### src/rtl/pl_run_ctrl_pkg.sv
// pl_run_ctrl_pkg: shared types and constants for the run controller.
//   run_state_t : controller FSM state encoding
//   CNT_W_DEF   : default width of the statistic counters
//   sat_ones()  : all-ones value for a given width (saturation limit)
package pl_run_ctrl_pkg;

  typedef enum logic [2:0] {
    ST_IDLE     = 3'd0,
    ST_RST_HOLD = 3'd1,
    ST_RUN      = 3'd2,
    ST_DONE     = 3'd3,
    ST_TIMEOUT  = 3'd4
  } run_state_t;

  localparam int CNT_W_DEF = 32;

  // All-ones value of width w, returned right-aligned in 64 bits.
  function automatic logic [63:0] sat_ones(input int unsigned w);
    if (w >= 64) return '1;
    return (64'd1 << w) - 64'd1;
  endfunction

endpackage

### src/rtl/pl_sat_counter.sv
// pl_sat_counter: saturating up-counter used for each run statistic.
//   input_clk : clock, rising edge
//   rst       : asynchronous active-low reset, clears q
//   clr       : synchronous clear (wins over inc)
//   inc       : add one, unless q is already all-ones
//   q         : count value
module pl_sat_counter
  import pl_run_ctrl_pkg::*;
#(
  parameter int W = CNT_W_DEF
) (
  input  logic         input_clk,
  input  logic         rst,
  input  logic         clr,
  input  logic         inc,
  output logic [W-1:0] q
);

  localparam logic [W-1:0] ONES = W'(sat_ones(W));

  always_ff @(posedge input_clk or negedge rst) begin
    if (!rst) begin
      q <= '0;
    end else if (clr) begin
      q <= '0;
    end else if (inc && (q != ONES)) begin
      q <= q + W'(1);
    end
  end

endmodule

### src/rtl/pl_run_ctrl.sv
// pl_run_ctrl: sequences the pipelined core through reset hold, run and halt,
// and accumulates cycle / stall / branch-prediction statistics.
//   input_clk, rst            : clock and asynchronous active-low reset
//   start, abort              : run request / forced return to IDLE
//   hlt_retired, stall        : core status for the current cycle
//   br_valid, br_miss         : branch resolution (miss qualified by valid)
//   core_rst, core_clk_en     : reset and clock enable driven to the core
//   busy, done, timeout       : run status
//   cycles_consumed, StallCount, BranchPredictionCount,
//   BranchPredictionMissCount : saturating statistics
//   dbg_state                 : current FSM state, for observation only
// Optional feature: define RUN_CTRL_BRANCH_STATS_EN to build the two branch
// counters; otherwise the branch outputs are tied to 0.
//
// Handshake: start is a level request, accepted only on an edge where the FSM
// is in IDLE, DONE or TIMEOUT and abort is low; abort is accepted on any edge
// and beats every other event. All outputs decode registered state only.
module pl_run_ctrl
  import pl_run_ctrl_pkg::*;
#(
  parameter int RESET_CYCLES = 4,
  parameter int MAX_CYCLES   = 200000,
  parameter int CNT_W        = CNT_W_DEF
) (
  input  logic             input_clk,
  input  logic             rst,
  input  logic             start,
  input  logic             abort,
  input  logic             hlt_retired,
  input  logic             stall,
  input  logic             br_valid,
  input  logic             br_miss,
  output logic             core_rst,
  output logic             core_clk_en,
  output logic             busy,
  output logic             done,
  output logic             timeout,
  output logic [CNT_W-1:0] cycles_consumed,
  output logic [CNT_W-1:0] StallCount,
  output logic [CNT_W-1:0] BranchPredictionCount,
  output logic [CNT_W-1:0] BranchPredictionMissCount,
  output run_state_t       dbg_state
);

  run_state_t state, state_nxt;
  logic [7:0] hold;
  logic       start_ok;
  logic       run_inc;
  logic       last_cycle;

  assign start_ok = start && !abort &&
                    ((state == ST_IDLE) || (state == ST_DONE) || (state == ST_TIMEOUT));
  // A RUN cycle is counted unless abort cancels it.
  assign run_inc    = (state == ST_RUN) && !abort;
  // This cycle's increment brings the count to the budget.
  assign last_cycle = (cycles_consumed == CNT_W'(MAX_CYCLES - 1));

  // State register
  always_ff @(posedge input_clk or negedge rst) begin
    if (!rst) state <= ST_IDLE;
    else      state <= state_nxt;
  end

  // Next-state logic
  always_comb begin
    state_nxt = state;
    if (abort) begin
      state_nxt = ST_IDLE;
    end else begin
      case (state)
        ST_IDLE, ST_DONE, ST_TIMEOUT: if (start) state_nxt = ST_RST_HOLD;
        ST_RST_HOLD:                  if (hold == 8'd0) state_nxt = ST_RUN;
        ST_RUN: begin
          // hlt wins over the budget when both land on the same cycle.
          if (hlt_retired)     state_nxt = ST_DONE;
          else if (last_cycle) state_nxt = ST_TIMEOUT;
        end
        default:                      state_nxt = ST_IDLE;
      endcase
    end
  end

  // Output decode
  always_comb begin
    core_rst    = 1'b1;
    core_clk_en = 1'b0;
    busy        = 1'b0;
    done        = 1'b0;
    timeout     = 1'b0;
    case (state)
      ST_RST_HOLD: begin core_rst = 1'b1; core_clk_en = 1'b1; busy = 1'b1; end
      ST_RUN:      begin core_rst = 1'b0; core_clk_en = 1'b1; busy = 1'b1; end
      ST_DONE:     begin core_rst = 1'b0; done = 1'b1; end
      ST_TIMEOUT:  begin core_rst = 1'b0; timeout = 1'b1; end
      default:     begin core_rst = 1'b1; core_clk_en = 1'b0; end
    endcase
  end

  assign dbg_state = state;

  // Reset hold counter: loaded with RESET_CYCLES-1 so RST_HOLD lasts
  // exactly RESET_CYCLES cycles.
  always_ff @(posedge input_clk or negedge rst) begin
    if (!rst) begin
      hold <= 8'd0;
    end else if (start_ok) begin
      hold <= 8'(RESET_CYCLES - 1);
    end else if ((state == ST_RST_HOLD) && (hold != 8'd0)) begin
      hold <= hold - 8'd1;
    end
  end

  pl_sat_counter #(.W(CNT_W)) u_cyc_cnt (
    .input_clk (input_clk),
    .rst       (rst),
    .clr       (start_ok),
    .inc       (run_inc),
    .q         (cycles_consumed)
  );

  pl_sat_counter #(.W(CNT_W)) u_stall_cnt (
    .input_clk (input_clk),
    .rst       (rst),
    .clr       (start_ok),
    .inc       (run_inc && stall),
    .q         (StallCount)
  );

`ifdef RUN_CTRL_BRANCH_STATS_EN
  pl_sat_counter #(.W(CNT_W)) u_br_cnt (
    .input_clk (input_clk),
    .rst       (rst),
    .clr       (start_ok),
    .inc       (run_inc && br_valid),
    .q         (BranchPredictionCount)
  );

  pl_sat_counter #(.W(CNT_W)) u_miss_cnt (
    .input_clk (input_clk),
    .rst       (rst),
    .clr       (start_ok),
    .inc       (run_inc && br_valid && br_miss),
    .q         (BranchPredictionMissCount)
  );
`else
  logic unused_br;
  assign unused_br                 = br_valid ^ br_miss;
  assign BranchPredictionCount     = '0;
  assign BranchPredictionMissCount = '0;
`endif

endmodule
### config.mk
export PLATFORM = sky130hd
export DESIGN_NAME = pl_run_ctrl
export DESIGN_NICKNAME = d
export VERILOG_FILES = /design/src/rtl/pl_run_ctrl_pkg.sv /design/src/rtl/pl_sat_counter.sv /design/src/rtl/pl_run_ctrl.sv
export SDC_FILE = /design/constraint.sdc
export NUM_CORES = 1
export LEC_CHECK = 0
export BUFFER_PORTS_ARGS = -buffer_cell sky130_fd_sc_hd__clkbuf_2
export CAP_MARGIN = 20
export CORE_MARGIN = 3
export CORE_UTILIZATION = 55
export DETAILED_ROUTE_END_ITERATION = 16
export PLACE_DENSITY_LB_ADDON = 0.2
export SYNTH_ARGS = -nofsm -noshare
export SYNTH_HDL_FRONTEND = slang
export SYNTH_HIERARCHICAL = 1
export SYNTH_SLANG_ARGS = --single-unit
### constraint.sdc
create_clock -name input_clk -period 7.15 [get_ports input_clk]
set_input_delay 0.715 -clock input_clk [delete_from_list [all_inputs] [get_ports input_clk]]
set_output_delay 0.715 -clock input_clk [all_outputs]
set_load 0.005 [all_outputs]
==> results of run 1 <==
## Yosys cell counts (4+ instances only)
cell type / number
nand2_1: 23
buf_4: 68
nand2b_1: 6
nor2b_1: 12
and3_1: 14
buf_2: 6
nor4_1: 11
dfrtp_1: 75
o31ai_1: 7
a21o_1: 6
xnor2_1: 22
nand3_1: 25
inv_1: 19
nor2_1: 64
mux2_2: 10
a21oi_1: 26
o21ai_0: 10
nand4_1: 14
xor2_1: 10
a211oi_1: 10
or3_1: 11
a31o_2: 4
nor3_1: 11
and2_1: 7
clkbuf_1: 8
ha_1: 4
nor4_2: 4
or4_1: 6
## per-stage QoR
step           area (µm²)  power, µW  utilization  hold slack, ps  setup slack [ps]
6_report             5410       1015       0.6144           504.2              3747
3_3_place_gp         5240      726.0       0.5951           511.4              3550
3_5_place_dp         5240      735.1       0.5951           543.4              3515
2_1_floorplan        5285      716.3            -           419.4              4046
4_1_cts              5410       1029       0.6144           545.1              3779
5_1_grt              5410       1084       0.6144           584.5              3517
## cell families after synthesis
| logic type | after synthesis | synth area share |
|---|---|---|
| buffers and inverters | 102 | 0.1294 |
| other | 1 | 0.0007428 |
| muxes | 14 | 0.03222 |
| and+or+nand+nor | 242 | 0.2848 |
| AOI/OAI and AO/OA | 82 | 0.1157 |
| xor gates and xnor gates | 32 | 0.05551 |
| DFF | 75 | 0.3717 |
| adders and majority gates | 4 | 0.009914 |
## power groups by stage
| stage | clock [µW] | combinational [µW] | sequential, µW |
|---|---|---|---|
| global route | 317 | 270 | 497 |
| global placement | 0 | 230 | 496 |
| finish | 289 | 236 | 490 |
| floorplan | 0 | 232 | 484 |
| CTS | 301 | 237 | 490 |
| detailed placement | 0 | 237 | 498 |
## how the worst min path moves through the flow
stage | endpoint | start | cells after the start | slack (ps)
floorplan | dbg_state[0]$_DFFE_PN0P_ | rst | 0 | 420
global placement | hold[1]$_DFFE_PN0P_ | hold[1]$_DFFE_PN0P_ | 1 | 510
detailed placement | hold[7]$_DFFE_PN0P_ | hold[7]$_DFFE_PN0P_ | 2 | 540
CTS | u_cyc_cnt/q[0]$_DFFE_PN0P_ | rst | 1 | 550
global route | u_cyc_cnt/q[0]$_DFFE_PN0P_ | rst | 1 | 580
finish | hold[3]$_DFFE_PN0P_ | rst | 1 | 500
## registers in the layout, summed over array words and instances, names as in the netlist
name and flops:
hold 8, u_cyc_cnt/q 32, u_stall_cnt/q 32, dbg_state 3
## area by class of cell
cell class | instances | area [µm²]
clock buffer | 10 | 127.6
multi-input combinational | 438 | 2761
clock inverter | 6 | 42.54
tap | 108 | 135.1
sequential | 75 | 1877
inverter | 19 | 71.32
fill | 800 | 3396
timing repair buffer | 78 | 395.4
## metal layers
metal	vias up	global-route usage	wire [µm]
li1	1974	-	-
met1	1968	0.2816	4799
met2	119	0.3481	5252
met3	12	0.05802	620
met4	0	0.06256	111
met5	-	0	0
==> metrics, run 1 <==
Max Clk Rate=0.2938 GHz; setup TNS=0 ps; synth top area cells=dfrtp_1, buf_4, nor2_1, xnor2_1, a21oi_1; clk_skew=12.10 ps; maximum VDD drop=0.00009908 V; combinational share of power=0.232; vias in the first global route=3798; wire per inst=14.69 µm; Starting Density=0.5733; Async SR Flop Fraction=1.000; number of buffers created by CTS=9; most frequent cells in the layout=clkbuf_2, dfrtp_1, nor2_1, conb_1, a21oi_1; Clock power frac=0.285; most common cell after layout, fill and taps aside=clkbuf_2; Crit path depth=9; Bufs on Longest Clock Path=2; Core Area=8806 µm²; hold-fix buffer count after cts=0; Reg clk slew, reported paths=80 ps; crit path to=u_stall_cnt/q[31]$_DFFE_PN0P_; largest net degree at the start of global routing=89; worst r2r path cells=9; Final Cycle Share=0.4760; CTS root buf=clkbuf_8; HP Class=input port to async pin; Buffers & Inverters on Critical Path=1; first-pass GRT wire length=18.04 mm; number of inserted diodes=0; total gr overflow=0; Netlist Area Pre-Place=5049 µm²; Setup crit start=dbg_state[1]$_DFFE_PN0P_; RR Startpoint=dbg_state[1]$_DFFE_PN0P_; Seq/Total Area, Yosys=0.3717; final WL=10.78 mm; Slew HR=0.3520; H-tree depth=3; setup bufs post-CTS=0; initial antenna violation count=0; switching share of power=0.3366; vias per cell=5.549; Chip Height=101.8 µm; dpl cells=718; P_int=673.5 µW; # rows=34; max_cap viols=0; worst endpoint required time=7380 ps; Pwr Density=187.7 nW/µm²; worst-margin pin slew=972.0 ps; Main synth FF type=dfrtp_1; die area=10370 µm²; gr usage total=0.2137; Setup Viol. Count Final=0; Yosys cell types=63; cts repair resizes=0; DRC=0; critical path's top delay family=simple AND/OR/NAND/NOR gates; Mean Syn Cell Area=9.146 µm²; Placer Congestion=0.8140; slowest CP cell=dfrtp_1; share of layout cells above drive strength 1=0.2141; Final Non-Filler Cells=734; Yosys top cell area share=0.3717; Crit. End Element=flop; Cells after Synth=552; critical path type=flop to flop; Detail Route Antenna Nets=0; HPWL after DPL=7.606 mm; CTS tree=built; drt first pass iters=4; sequential share of power=0.483; slowest stage delay, CP=590 ps; Net Sw Power=341.8 µW; Final #Nets=633; R2R Path End=u_stall_cnt/q[31]$_DFFE_PN0P_; Synth area leader=dfrtp_1; number of enable flip-flop cells after synthesis=0; RSZ-0062 raised after global routing=no; fin crit period=3403 ps; final-report hold violation count=0; synthesis-stage register bit count=75; DR iter-0 viols=172; critical-path cell list=or3b_2 -> or2_2 -> inv_1 -> and2_1 -> and3_1 -> nand4_1 -> a21o_1 -> nor4_1 -> mux2_2; clk sinks=75; Critical Path Fanout Max=19; vias=4073; die width=101.8 µm; reg-to-reg setup timing slack=3750 ps; CP Launch Type=flop; I/O pin total=144; CP Data Arrival Time=3630 ps; LEAKAGE=0.002522 µW; IO Port Bufs=77; Max Slew Vio Count=0; Layout area overhead=7.162%; Synth Warn #=6; status=completed; worst skew pair latency=350 ps
No activity file was read; power rests on OpenSTA's default activity.
==> inputs of run 2 (changes only) <==
- ABC_AREA: default -> 1
- CORE_UTILIZATION: 55 -> 50
- clock period: 7.15 -> 2.8 ns (I/O delays scaled with it)
==> metrics, run 2 <==
status=completed; CP Launch Type=flop; Slew HR=0.3550 (+0.003011); most used cell, CP=nand2_4; Pwr Density=588.7 nW/µm² (+210%); first-pass GRT wire length=24.30 mm (+35%); Chip Height=115.0 µm (+13%); Yosys top cell area share=0.3161 (-0.05562); Reg clk slew, reported paths=60 ps (-20 ps); Final #Nets=995 (+57%); number of inserted diodes=0 (unchanged); # rows=39 (+15%); sequential cell area=1877 µm² (unchanged); Seq/Total Area, Yosys=0.3161 (-0.05562); die width=115.0 µm (+13%); maximum VDD drop=0.0003617 V (+270%); clk_skew=6.632 ps (-5.468 ps); DRC=0 (unchanged); LEAKAGE=0.003311 µW (+31%); RSZ-0062 raised after global routing=no; final WL=14.59 mm (+35%); most common cell after layout, fill and taps aside=nand2_1; setup TNS=0 ps (unchanged); drt first pass iters=6 (+2); DR iter-0 viols=380 (+120%); fin crit period=2167 ps (-1236 ps); hold-fix buffer count after cts=0 (unchanged); clk sinks=75 (unchanged); worst endpoint required time=3070 ps (-4310 ps); synth top area cells=dfrtp_1, nand2_1, buf_4, nor2_1, nand3_1; largest net degree at the start of global routing=76 (-15%); Netlist Area Pre-Place=5937 µm² (+18%); Final Hold Slack=89.85 ps (-414.3 ps); Layout area overhead=9.716%; RR Startpoint=u_cyc_cnt/q[1]$_DFFE_PN0P_; multi-input logic area=3322 µm² (+20%); dpl cells=1114 (+55%); critical path's top delay family=simple AND/OR/NAND/NOR gates; Critical Path Fanout Max=21 (+2); worst-margin pin slew=967.4 ps (-4.517 ps); Main synth FF type=dfrtp_1; initial antenna violation count=0 (unchanged); total gr overflow=0 (unchanged); synthesis-stage register bit count=75 (unchanged); Placer Congestion=0.8977 (+10%); Largest regs=u_cyc_cnt/q (32), u_stall_cnt/q (32), hold (8); die area=13220 µm² (+28%); R2R Path End=u_cyc_cnt/q[24]$_DFFE_PN0P_; worst skew pair latency=340 ps (about the same); critical path type=flop to flop; worst r2r path cells=11 (+2); HP Class=input port to async pin; vias=5567 (+37%); top cells by count, synth=nand2_1, nor2_1, inv_1, nand3_1, dfrtp_1; grt met1 use=0.3248 (+0.04323); met2 Use GR=0.3507 (+0.002606); share of layout cells above drive strength 1=0.1510 (-0.06309); Buffers & Inverters on Critical Path=1 (unchanged); Setup crit start=u_cyc_cnt/q[1]$_DFFE_PN0P_; Synth area leader=dfrtp_1; GRT Max-Usage Layer=met2; number of buffers created by CTS=9 (unchanged); reg-to-reg setup timing slack=630 ps (-3110 ps); Crit. End Element=flop; vias in the first global route=5037 (+33%); H-tree depth=3 (unchanged); Max Slew Vio Count=0 (unchanged); slowest stage delay, CP=420 ps (-170 ps); IO Port Bufs=77 (unchanged); CP Data Arrival Time=2440 ps (-1190 ps); Async SR Flop Fraction=1.000 (unchanged); gr usage total=0.2258 (+0.01204); vias per cell=4.927 (-11%); Final Cycle Share=0.7740 (+0.2980); most frequent cells in the layout=nand2_1, nor2_1, inv_1; Core Area=11520 µm² (+31%); Cells after Synth=906 (+64%); post-route cell area=6514 µm² (+20%); critical-path cell list=ha_1 -> nand2_2 -> nor2_4 -> nand2_4 -> nor2_8 -> nand2_4 -> nand2_8 -> nand2_4 -> inv_2 -> nand2_1 -> nand2_1; Bufs on Longest Clock Path=2 (unchanged); setup bufs post-CTS=0 (unchanged); CTS root buf=clkbuf_16; met3 Usage GRT=0.03158 (-0.02644); Max Clk Rate=0.4614 GHz (+57%); CTS tree=built; Detail Route Antenna Nets=0 (unchanged); Mean Syn Cell Area=6.553 µm² (-28%); Synth Warn #=6 (unchanged); Starting Density=0.5155 (-0.05778); slowest CP cell=dfrtp_1; cts repair resizes=0 (unchanged); number of enable flip-flop cells after synthesis=0 (unchanged); HPWL after DPL=10.46 mm (+38%); Setup Viol. Count Final=0 (unchanged); final-report hold violation count=0 (unchanged); wire per inst=12.91 µm (-12%); max_cap viols=0 (unchanged); I/O pin total=144 (unchanged); Yosys cell types=35 (-44%); fillers=1185 (+48%); top-count cell post-synth=nand2_1; Final Non-Filler Cells=1130 (+54%); Placed Area=6175 µm² (+18%)
run 2: worst max-delay path by stage:
stage	slack [ps]	cells past startpoint	end
after global routing	380	11	u_cyc_cnt/q[13]$_DFFE_PN0P_
final	630	11	u_cyc_cnt/q[24]$_DFFE_PN0P_
after floorplan	830	8	u_stall_cnt/q[25]$_DFFE_PN0P_
after CTS	380	7	u_cyc_cnt/q[27]$_DFFE_PN0P_
after detailed placement	410	7	u_cyc_cnt/q[0]$_DFFE_PN0P_
after global placement	400	7	u_cyc_cnt/q[29]$_DFFE_PN0P_
run 2: layer usage:
| layer | vias up | part of all wire |
|---|---|---|
| met5 | - | 0 |
| met1 | 2528 | 0.48 |
| met4 | 0 | 0.017 |
| met3 | 23 | 0.058 |
| li1 | 2844 | - |
| met2 | 172 | 0.45 |
run 2: cell type report:
| type | count | share of cell area |
|---|---|---|
| Sequential cell | 75 | 0.2881 |
| Multi-Input combinational cell | 716 | 0.5100 |
| Inverter | 97 | 0.05590 |
| Timing Repair Buffer | 84 | 0.06761 |
| Clock buffer | 10 | 0.03515 |
| Tap cell | 143 | 0.02747 |
| Clock inverter | 5 | 0.01575 |
run 2: per-stage QoR:
stage	power (µW)	util	worst slack (ps)
after global routing	4095	0.5656	382.6
final	3835	0.5656	632.9
after detailed placement	2524	0.5362	408.0
after CTS	3867	0.5650	378.8
after global placement	2506	0.5362	402.1
after floorplan	2303	-	830.6
run 2: power breakdown:
group / total [µW] / leakage (µW) / internal (µW) / switching [µW]
Combinational: 1130 / 0.00212 / 376 / 751
Sequential: 1380 / 0.00103 / 1220 / 167
Clock: 1320 / 0.000159 / 865 / 459
run 2: worst register-to-register path: cells and delay by family, from the launching register on:
| family | cells | cell delay (ps) |
|---|---|---|
| adders and majority gates | 1 | 220 |
| buffers and inverters | 1 | 360 |
| DFF | 1 | 420 |
| and+or+nand+nor | 9 | 1100 |
run 2: cell families (layout without fill, tap and decap cells):
family | after synthesis | after routing | share of synthesized area
fa+ha+maj | 4 | 4 | 0.008430
simple gates | 576 | 576 | 0.4333
buf+inv | 178 | 196 | 0.1642
xor+xnor | 21 | 21 | 0.03098
flops | 75 | 75 | 0.3161
compound gates | 51 | 51 | 0.04636
other cells | 1 | 64 | 0.0006316
